$ cat src/rtl/mem_arbiter_if.sv
// Bus bundle for mem_arbiter: fetch port, load/store port, single-port RAM
// port and the busy flag. The slave modport is the arbiter's view and the
// master modport is the view of the requesters plus the RAM.
interface mem_arbiter_if #(
    parameter int ADDR_W = 11
);
    // fetch port
    logic              if_req;
    logic [ADDR_W-1:0] if_addr;
    logic              if_gnt;
    logic              if_rvalid;
    logic [31:0]       if_rdata;

    // load/store port
    logic              ls_req;
    logic              ls_we;
    logic [ADDR_W-1:0] ls_addr;
    logic [31:0]       ls_wdata;
    logic              ls_gnt;
    logic              ls_rvalid;
    logic [31:0]       ls_rdata;

    // RAM port
    logic [ADDR_W-1:0] ram_addr;
    logic              ram_w_en;
    logic [31:0]       ram_wdata;
    logic [31:0]       ram_rdata;

    logic              busy;

    modport slave (
        input  if_req, if_addr, ls_req, ls_we, ls_addr, ls_wdata, ram_rdata,
        output if_gnt, if_rvalid, if_rdata, ls_gnt, ls_rvalid, ls_rdata,
        output ram_addr, ram_w_en, ram_wdata, busy
    );

    modport master (
        output if_req, if_addr, ls_req, ls_we, ls_addr, ls_wdata, ram_rdata,
        input  if_gnt, if_rvalid, if_rdata, ls_gnt, ls_rvalid, ls_rdata,
        input  ram_addr, ram_w_en, ram_wdata, busy
    );
endinterface

$ cat src/rtl/mem_arbiter.sv
// Two-port arbiter in front of a single-port synchronous-read RAM.
// Load/store normally wins over fetch; a starvation counter forces a fetch
// grant once fetch has been denied MAX_WAIT consecutive cycles.
// Reads take two cycles (grant, then data), stores complete in the grant
// cycle and leave the arbiter in IDLE so stores can issue every cycle.
module mem_arbiter #(
    parameter int ADDR_W   = 11,
    parameter int MAX_WAIT = 4
) (
    input  logic          clk,
    input  logic          rst_n,
    mem_arbiter_if.slave  bus
);
    localparam logic [3:0] MAX_WAIT_C = 4'(MAX_WAIT);

    typedef enum logic [1:0] {
        IDLE    = 2'd0,
        IF_DATA = 2'd1,
        LS_DATA = 2'd2
    } state_t;

    state_t            state_reg, state_next;
    logic [3:0]        starve_reg, starve_next;
    logic [ADDR_W-1:0] addr_reg, addr_next;

    logic              if_gnt_c;
    logic              ls_gnt_c;
    logic              if_rvalid_c;
    logic              ls_rvalid_c;
    logic [31:0]       if_rdata_c;
    logic [31:0]       ls_rdata_c;
    logic              ram_w_en_c;
    logic [31:0]       ram_wdata_c;

    // State, starvation counter and last granted address; cleared asynchronously.
    always_ff @(posedge clk or negedge rst_n) begin
        if (!rst_n) begin
            state_reg  <= IDLE;
            starve_reg <= 4'd0;
            addr_reg   <= '0;
        end else begin
            state_reg  <= state_next;
            starve_reg <= starve_next;
            addr_reg   <= addr_next;
        end
    end

    // Arbitration, next state and all response/RAM outputs.
    // Grants are qualified with rst_n so every output is 0 while reset is held,
    // even if a requester keeps its request asserted.
    always_comb begin
        state_next  = state_reg;
        addr_next   = addr_reg;
        if_gnt_c    = 1'b0;
        ls_gnt_c    = 1'b0;
        if_rvalid_c = 1'b0;
        ls_rvalid_c = 1'b0;
        if_rdata_c  = 32'd0;
        ls_rdata_c  = 32'd0;
        ram_w_en_c  = 1'b0;
        ram_wdata_c = 32'd0;
        case (state_reg)
            IDLE: begin
                if (rst_n) begin
                    if (bus.if_req && (!bus.ls_req || starve_reg == MAX_WAIT_C)) begin
                        if_gnt_c   = 1'b1;
                        addr_next  = bus.if_addr;
                        state_next = IF_DATA;
                    end else if (bus.ls_req) begin
                        ls_gnt_c  = 1'b1;
                        addr_next = bus.ls_addr;
                        if (bus.ls_we) begin
                            ram_w_en_c  = 1'b1;
                            ram_wdata_c = bus.ls_wdata;
                        end else begin
                            state_next = LS_DATA;
                        end
                    end
                end
            end
            IF_DATA: begin
                if_rvalid_c = 1'b1;
                if_rdata_c  = bus.ram_rdata;
                state_next  = IDLE;
            end
            LS_DATA: begin
                ls_rvalid_c = 1'b1;
                ls_rdata_c  = bus.ram_rdata;
                state_next  = IDLE;
            end
            default: begin
                state_next = IDLE;
            end
        endcase
    end

    // Starvation counter: counts consecutive cycles fetch waits, in any state.
    always_comb begin
        starve_next = 4'd0;
        if (bus.if_req && !if_gnt_c) begin
            starve_next = (starve_reg >= MAX_WAIT_C) ? MAX_WAIT_C : starve_reg + 4'd1;
        end
    end

    // The RAM address follows a grant combinationally and otherwise holds.
    assign bus.ram_addr  = addr_next;
    assign bus.ram_w_en  = ram_w_en_c;
    assign bus.ram_wdata = ram_wdata_c;
    assign bus.if_gnt    = if_gnt_c;
    assign bus.ls_gnt    = ls_gnt_c;
    assign bus.if_rvalid = if_rvalid_c;
    assign bus.ls_rvalid = ls_rvalid_c;
    assign bus.if_rdata  = if_rdata_c;
    assign bus.ls_rdata  = ls_rdata_c;
    assign bus.busy      = (state_reg != IDLE);
endmodule

$ cat src/flat_wrapper.sv
// flat-port wrapper written by rule: the top's interface ports become plain ports
module mem_arbiter_flat 
#(
    parameter int ADDR_W   = 11,
    parameter int MAX_WAIT = 4
)
  (clk, rst_n, bus_if_req, bus_if_addr, bus_ls_req, bus_ls_we, bus_ls_addr, bus_ls_wdata, bus_ram_rdata, bus_if_gnt, bus_if_rvalid, bus_if_rdata, bus_ls_gnt, bus_ls_rvalid, bus_ls_rdata, bus_ram_addr, bus_ram_w_en, bus_ram_wdata, bus_busy);
  mem_arbiter_if #(.ADDR_W(ADDR_W)) bus_i ();
  input  logic clk;
  input  logic rst_n;
  input wire logic [$bits(bus_i.if_req)-1:0] bus_if_req;
  input wire logic [$bits(bus_i.if_addr)-1:0] bus_if_addr;
  input wire logic [$bits(bus_i.ls_req)-1:0] bus_ls_req;
  input wire logic [$bits(bus_i.ls_we)-1:0] bus_ls_we;
  input wire logic [$bits(bus_i.ls_addr)-1:0] bus_ls_addr;
  input wire logic [$bits(bus_i.ls_wdata)-1:0] bus_ls_wdata;
  input wire logic [$bits(bus_i.ram_rdata)-1:0] bus_ram_rdata;
  output wire logic [$bits(bus_i.if_gnt)-1:0] bus_if_gnt;
  output wire logic [$bits(bus_i.if_rvalid)-1:0] bus_if_rvalid;
  output wire logic [$bits(bus_i.if_rdata)-1:0] bus_if_rdata;
  output wire logic [$bits(bus_i.ls_gnt)-1:0] bus_ls_gnt;
  output wire logic [$bits(bus_i.ls_rvalid)-1:0] bus_ls_rvalid;
  output wire logic [$bits(bus_i.ls_rdata)-1:0] bus_ls_rdata;
  output wire logic [$bits(bus_i.ram_addr)-1:0] bus_ram_addr;
  output wire logic [$bits(bus_i.ram_w_en)-1:0] bus_ram_w_en;
  output wire logic [$bits(bus_i.ram_wdata)-1:0] bus_ram_wdata;
  output wire logic [$bits(bus_i.busy)-1:0] bus_busy;
  assign bus_i.if_req = bus_if_req;
  assign bus_i.if_addr = bus_if_addr;
  assign bus_i.ls_req = bus_ls_req;
  assign bus_i.ls_we = bus_ls_we;
  assign bus_i.ls_addr = bus_ls_addr;
  assign bus_i.ls_wdata = bus_ls_wdata;
  assign bus_i.ram_rdata = bus_ram_rdata;
  assign bus_if_gnt = bus_i.if_gnt;
  assign bus_if_rvalid = bus_i.if_rvalid;
  assign bus_if_rdata = bus_i.if_rdata;
  assign bus_ls_gnt = bus_i.ls_gnt;
  assign bus_ls_rvalid = bus_i.ls_rvalid;
  assign bus_ls_rdata = bus_i.ls_rdata;
  assign bus_ram_addr = bus_i.ram_addr;
  assign bus_ram_w_en = bus_i.ram_w_en;
  assign bus_ram_wdata = bus_i.ram_wdata;
  assign bus_busy = bus_i.busy;
  mem_arbiter #(.ADDR_W(ADDR_W), .MAX_WAIT(MAX_WAIT)) u_core (.clk(clk), .rst_n(rst_n), .bus(bus_i));
endmodule
$ cat config.mk
export PLATFORM = sky130hd
export DESIGN_NAME = mem_arbiter_flat
export DESIGN_NICKNAME = d
export VERILOG_FILES = /design/src/rtl/mem_arbiter_if.sv /design/src/rtl/mem_arbiter.sv /design/src/flat_wrapper.sv
export SDC_FILE = /design/constraint.sdc
export NUM_CORES = 1
export LEC_CHECK = 0
export ABC_AREA = 1
export BUFFER_PORTS_ARGS = -buffer_cell sky130_fd_sc_hd__buf_2
export CAP_MARGIN = 15
export CELL_PAD_IN_SITES_DETAIL_PLACEMENT = 1
export CELL_PAD_IN_SITES_GLOBAL_PLACEMENT = 1
export CORE_AREA = 2 2 95 97
export CTS_CLUSTER_SIZE = 16
export DETAILED_ROUTE_END_ITERATION = 7
export DIE_AREA = 0 0 97 99
export PLACE_DENSITY_LB_ADDON = 0.25
export RECOVER_POWER = 25
export SYNTH_ARGS = -nofsm -noshare
export SYNTH_HDL_FRONTEND = slang
export SYNTH_SLANG_ARGS = --single-unit
$ cat constraint.sdc
create_clock -name clk -period 2.6 [get_ports clk]
set_input_delay 0.52 -clock clk [delete_from_list [all_inputs] [get_ports clk]]
set_output_delay 0.52 -clock clk [all_outputs]
set_load 0.005 [all_outputs]
==> summary by stage <==
CTS
The clock tree from TritonCTS is done. Post-CTS timing repair inserted 0 buffers for setup. In this run the number of H-tree levels came out at 1. No sink is reached through more buffers than the 2 on the longest clock path.

Clock-pin slew was measured on the worst setup and hold paths at 70 ps. The tree is rooted in a clkbuf_8. The clock sink total is 17.

The worst-skew pair later-pin latency is 260 ps. TritonCTS created 3 clock buffers.

Setup path
The flop-to-flop setup slack is 850 ps. The setup path with the least slack is of type reg2out. The critical path data required time is 2080 ps. STA classifies the critical path endpoint as an output pin. Traced cell by cell, the critical path runs through nor2_2 > nand2_4 > clkinvlp_2 > nand3_1 > inv_1 > buf_2. In this run the worst path has a maximum fanout of 13. The critical-path cell with the highest stage delay is dfrtp_1. The startpoint type of the worst setup path is a flip-flop. The critical path arrival is 1870 ps. In this design, the stage delay of the slowest critical-path cell is 400 ps.

Place
The pre-CTS setup slack is approximately 140 ps. The placed wire-length estimate after detailed placement is 6.78 mm. The placer's final routability congestion estimate is 0.894. Summing all placed instances gives a cell area of about 0.0029 mm2.

Input and output buffers added on the ports amount to roughly 200.

Die
The initial utilization of the core area, before any placement, comes to 0.208. The die covers 0.00960 mm2. The die width is 97 um. 204 I/O pins were placed. The die outline height is 99 um.

In this run the core area contains 34 standard-cell rows. The core region area is 0.00855 mm2.

STA
The final cycle utilization of the critical path is 0.920. Setup repair after global routing left no endpoint under its margin. The worst slew margin relative to its limit is 0.328. The final setup violation count is 0. Across the routed clock network, the largest skew measured is 3.59 ps. The worst path meets setup with approximately 210 ps of slack. After layout, the minimum clock period comes to 2390 ps. The setup TNS after final layout is 0 ps. The count of final hold-check violations is 0. The max-slew violation total from the final report is 0. At the pin with the least slew margin, the transition time is slightly above 1000 ps.

Timing would allow up to roughly 420 MHz.

Routing
The iteration count of the initial detailed-routing pass is 4. The detailed-route via count is 2,598. The total wirelength of the detailed-routed design is just over 8 mm. After detailed routing, the number of remaining DRC violations is 0. After detailed routing, the average wire length per cell comes to about 13 um. The per-cell via count in the routed design is 4.08. The number of violations reported at the end of detailed-routing iteration 0 is 34. In this run the remaining antenna-violating nets after routing total 0.

Logic synthesis
The number of warning messages in the yosys log is 0. By area the synthesized netlist is led by dfrtp_1 24%, nor2_1 20%, inv_1 20%. For this run, the register share of the synthesized area comes to 0.240.

The synthesized flop and latch total is 17. The fraction of synthesized cell area taken by the top area cell type is 0.240. The per-instance average area after synthesis is 5.38 um2. Of all cell types, the one taking the most synthesized area is dfrtp_1. The synthesized cell area is between 0.0015 and 0.002 mm2. Counting every net in the synthesized netlist gives 423. The number of standard cells after synthesis is 330.

The number of library cell types mapped by synthesis is 17.

GRT
The global routing usage summed across all routing layers is 0.162. The via count of the first global-routing pass is 2,597. The global-route wire length before repair is 13.0 mm. The initial antenna violation count is 0. Entering global routing, the biggest net connects 34 pins. The total overflow left after global routing is 0.

Pwr
The logic gate share of total power is 0.492. Summed over all cells, the static leakage comes to 2.19 nW. The net switching component of the power is 443 uW. The share of total power dissipated in sequential elements is 0.320. The fraction of power spent switching nets is 0.404. Dividing total power by cell area gives a power density of ~370 mW/mm2.

The final total power is 1.10 mW. The worst ir drop on vdd is 192 uV. The clock network power share is 0.187. The internal portion of total power is 655 uW.

Layout
The register with the most flip-flops in the layout has 11 of them. From synthesis to final layout, the design area changed by 66.0%. At the end of the flow the core is filled with cells to 0.345. Summing all multi-input logic gate instances after layout gives 936 um2. In the final layout, the share of cells above drive strength 1 is 0.424. The number of antenna diodes in the final layout is 0.

The final instance area is 0.00295 mm2. Fill cells in the final layout number 1,224. The storage element area is approximately 430 um2. The final-stage net count is between 600 and 700.

Run status
The run finished with clean final reports.

Hold path
The path type of the worst min-delay path is reg2reg.

Job
The total of max-cap violations is 0.
-- cells in the final DEF (no fill, tap or decap) --
master / count
a21boi_0: 11
buf_2: 199
buf_4: 5
clkbuf_1: 6
clkbuf_8: 3
clkinvlp_2: 1
conb_1: 1
dfrtp_1: 17
ha_1: 2
inv_1: 93
nand2_1: 53
nand2_4: 2
nand3_1: 24
nand3_4: 2
nand4_1: 1
nor2_1: 95
nor2_2: 11
nor2_4: 1
nor3_1: 1
-- stage by stage --
step	std cells	hold WS (ps)
CTS	635	272
global route	636	548
finish	636	502
detailed placement	631	495
global placement	631	485
floorplan	330	224
-- cells in the mapped netlist --
| cell type | count |
|---|---|
| nand2_1 | 53 |
| dfrtp_1 | 17 |
| buf_2 | 5 |
| conb_1 | 1 |
| nand3_4 | 1 |
| inv_1 | 94 |
| nand4_1 | 1 |
| clkbuf_1 | 8 |
| nand2_2 | 2 |
| nor2_2 | 11 |
| nor3_1 | 1 |
| a21boi_0 | 11 |
| nand3_1 | 24 |
| nor2_1 | 95 |
| buf_6 | 3 |
| nor2_4 | 1 |
| ha_1 | 2 |
-- routing by layer --
layer	vias up	GRT usage	wire length (um)
met1	1152	0.195	3330
li1	1323	-	-
met4	0	0.0379	139
met3	11	0.0298	598
met2	112	0.299	4170
met5	-	0	0
-- power groups by stage --
stage	Sequential (mW)	Clock [mW]	Combinational [mW]
floorplan	0.346	0	0.273
global placement	0.354	0	0.534
detailed placement	0.356	0	0.546
CTS	0.353	0.212	0.548
global route	0.359	0.225	0.622
finish	0.352	0.206	0.541
-- cells by family (layout without fill, tap and decap cells) --
logic type,Yosys count,count (layout),share of synthesized area
other,1,1,0.00211
AOI/OAI and AO/OA,11,11,0.0465
adders and majority gates,2,2,0.0141
DFF,17,17,0.240
buffers and inverters,110,307,0.249
and+or+nand+nor,189,190,0.449
-- timing repair --
item	CTS	global route
hold buffers	0	0
resized for setup	0	4
endpoints found under the setup margin	0	34
-- path summary, 6_finish.rpt --
path,cells after the start,from,end
max,6,u_core.state_reg[1],bus_if_gnt
min,2,u_core.addr_reg[10],u_core.addr_reg[10]
max reg2reg,6,u_core.state_reg[1],u_core.starve_reg[2]
min reg2reg,2,u_core.addr_reg[10],u_core.addr_reg[10]
max in group asynchronous,2,rst_n,u_core.state_reg[0]
min in group asynchronous,2,rst_n,u_core.addr_reg[7]
-- worst max-delay path: cells and delay by family, from the launching register on --
kind	cells	cell delay, ps
buf+inv	3	560
simple gates	3	640
flops	1	400
-- final cells by class --
cell class | count | area share
repair buffers | 209 | 0.357
multi-input cells | 204 | 0.317
flip-flops and latches | 17 | 0.144
inverters | 94 | 0.120
well taps | 108 | 0.0458
clock buffers | 4 | 0.0153
Power figures use the tool's default switching activity.
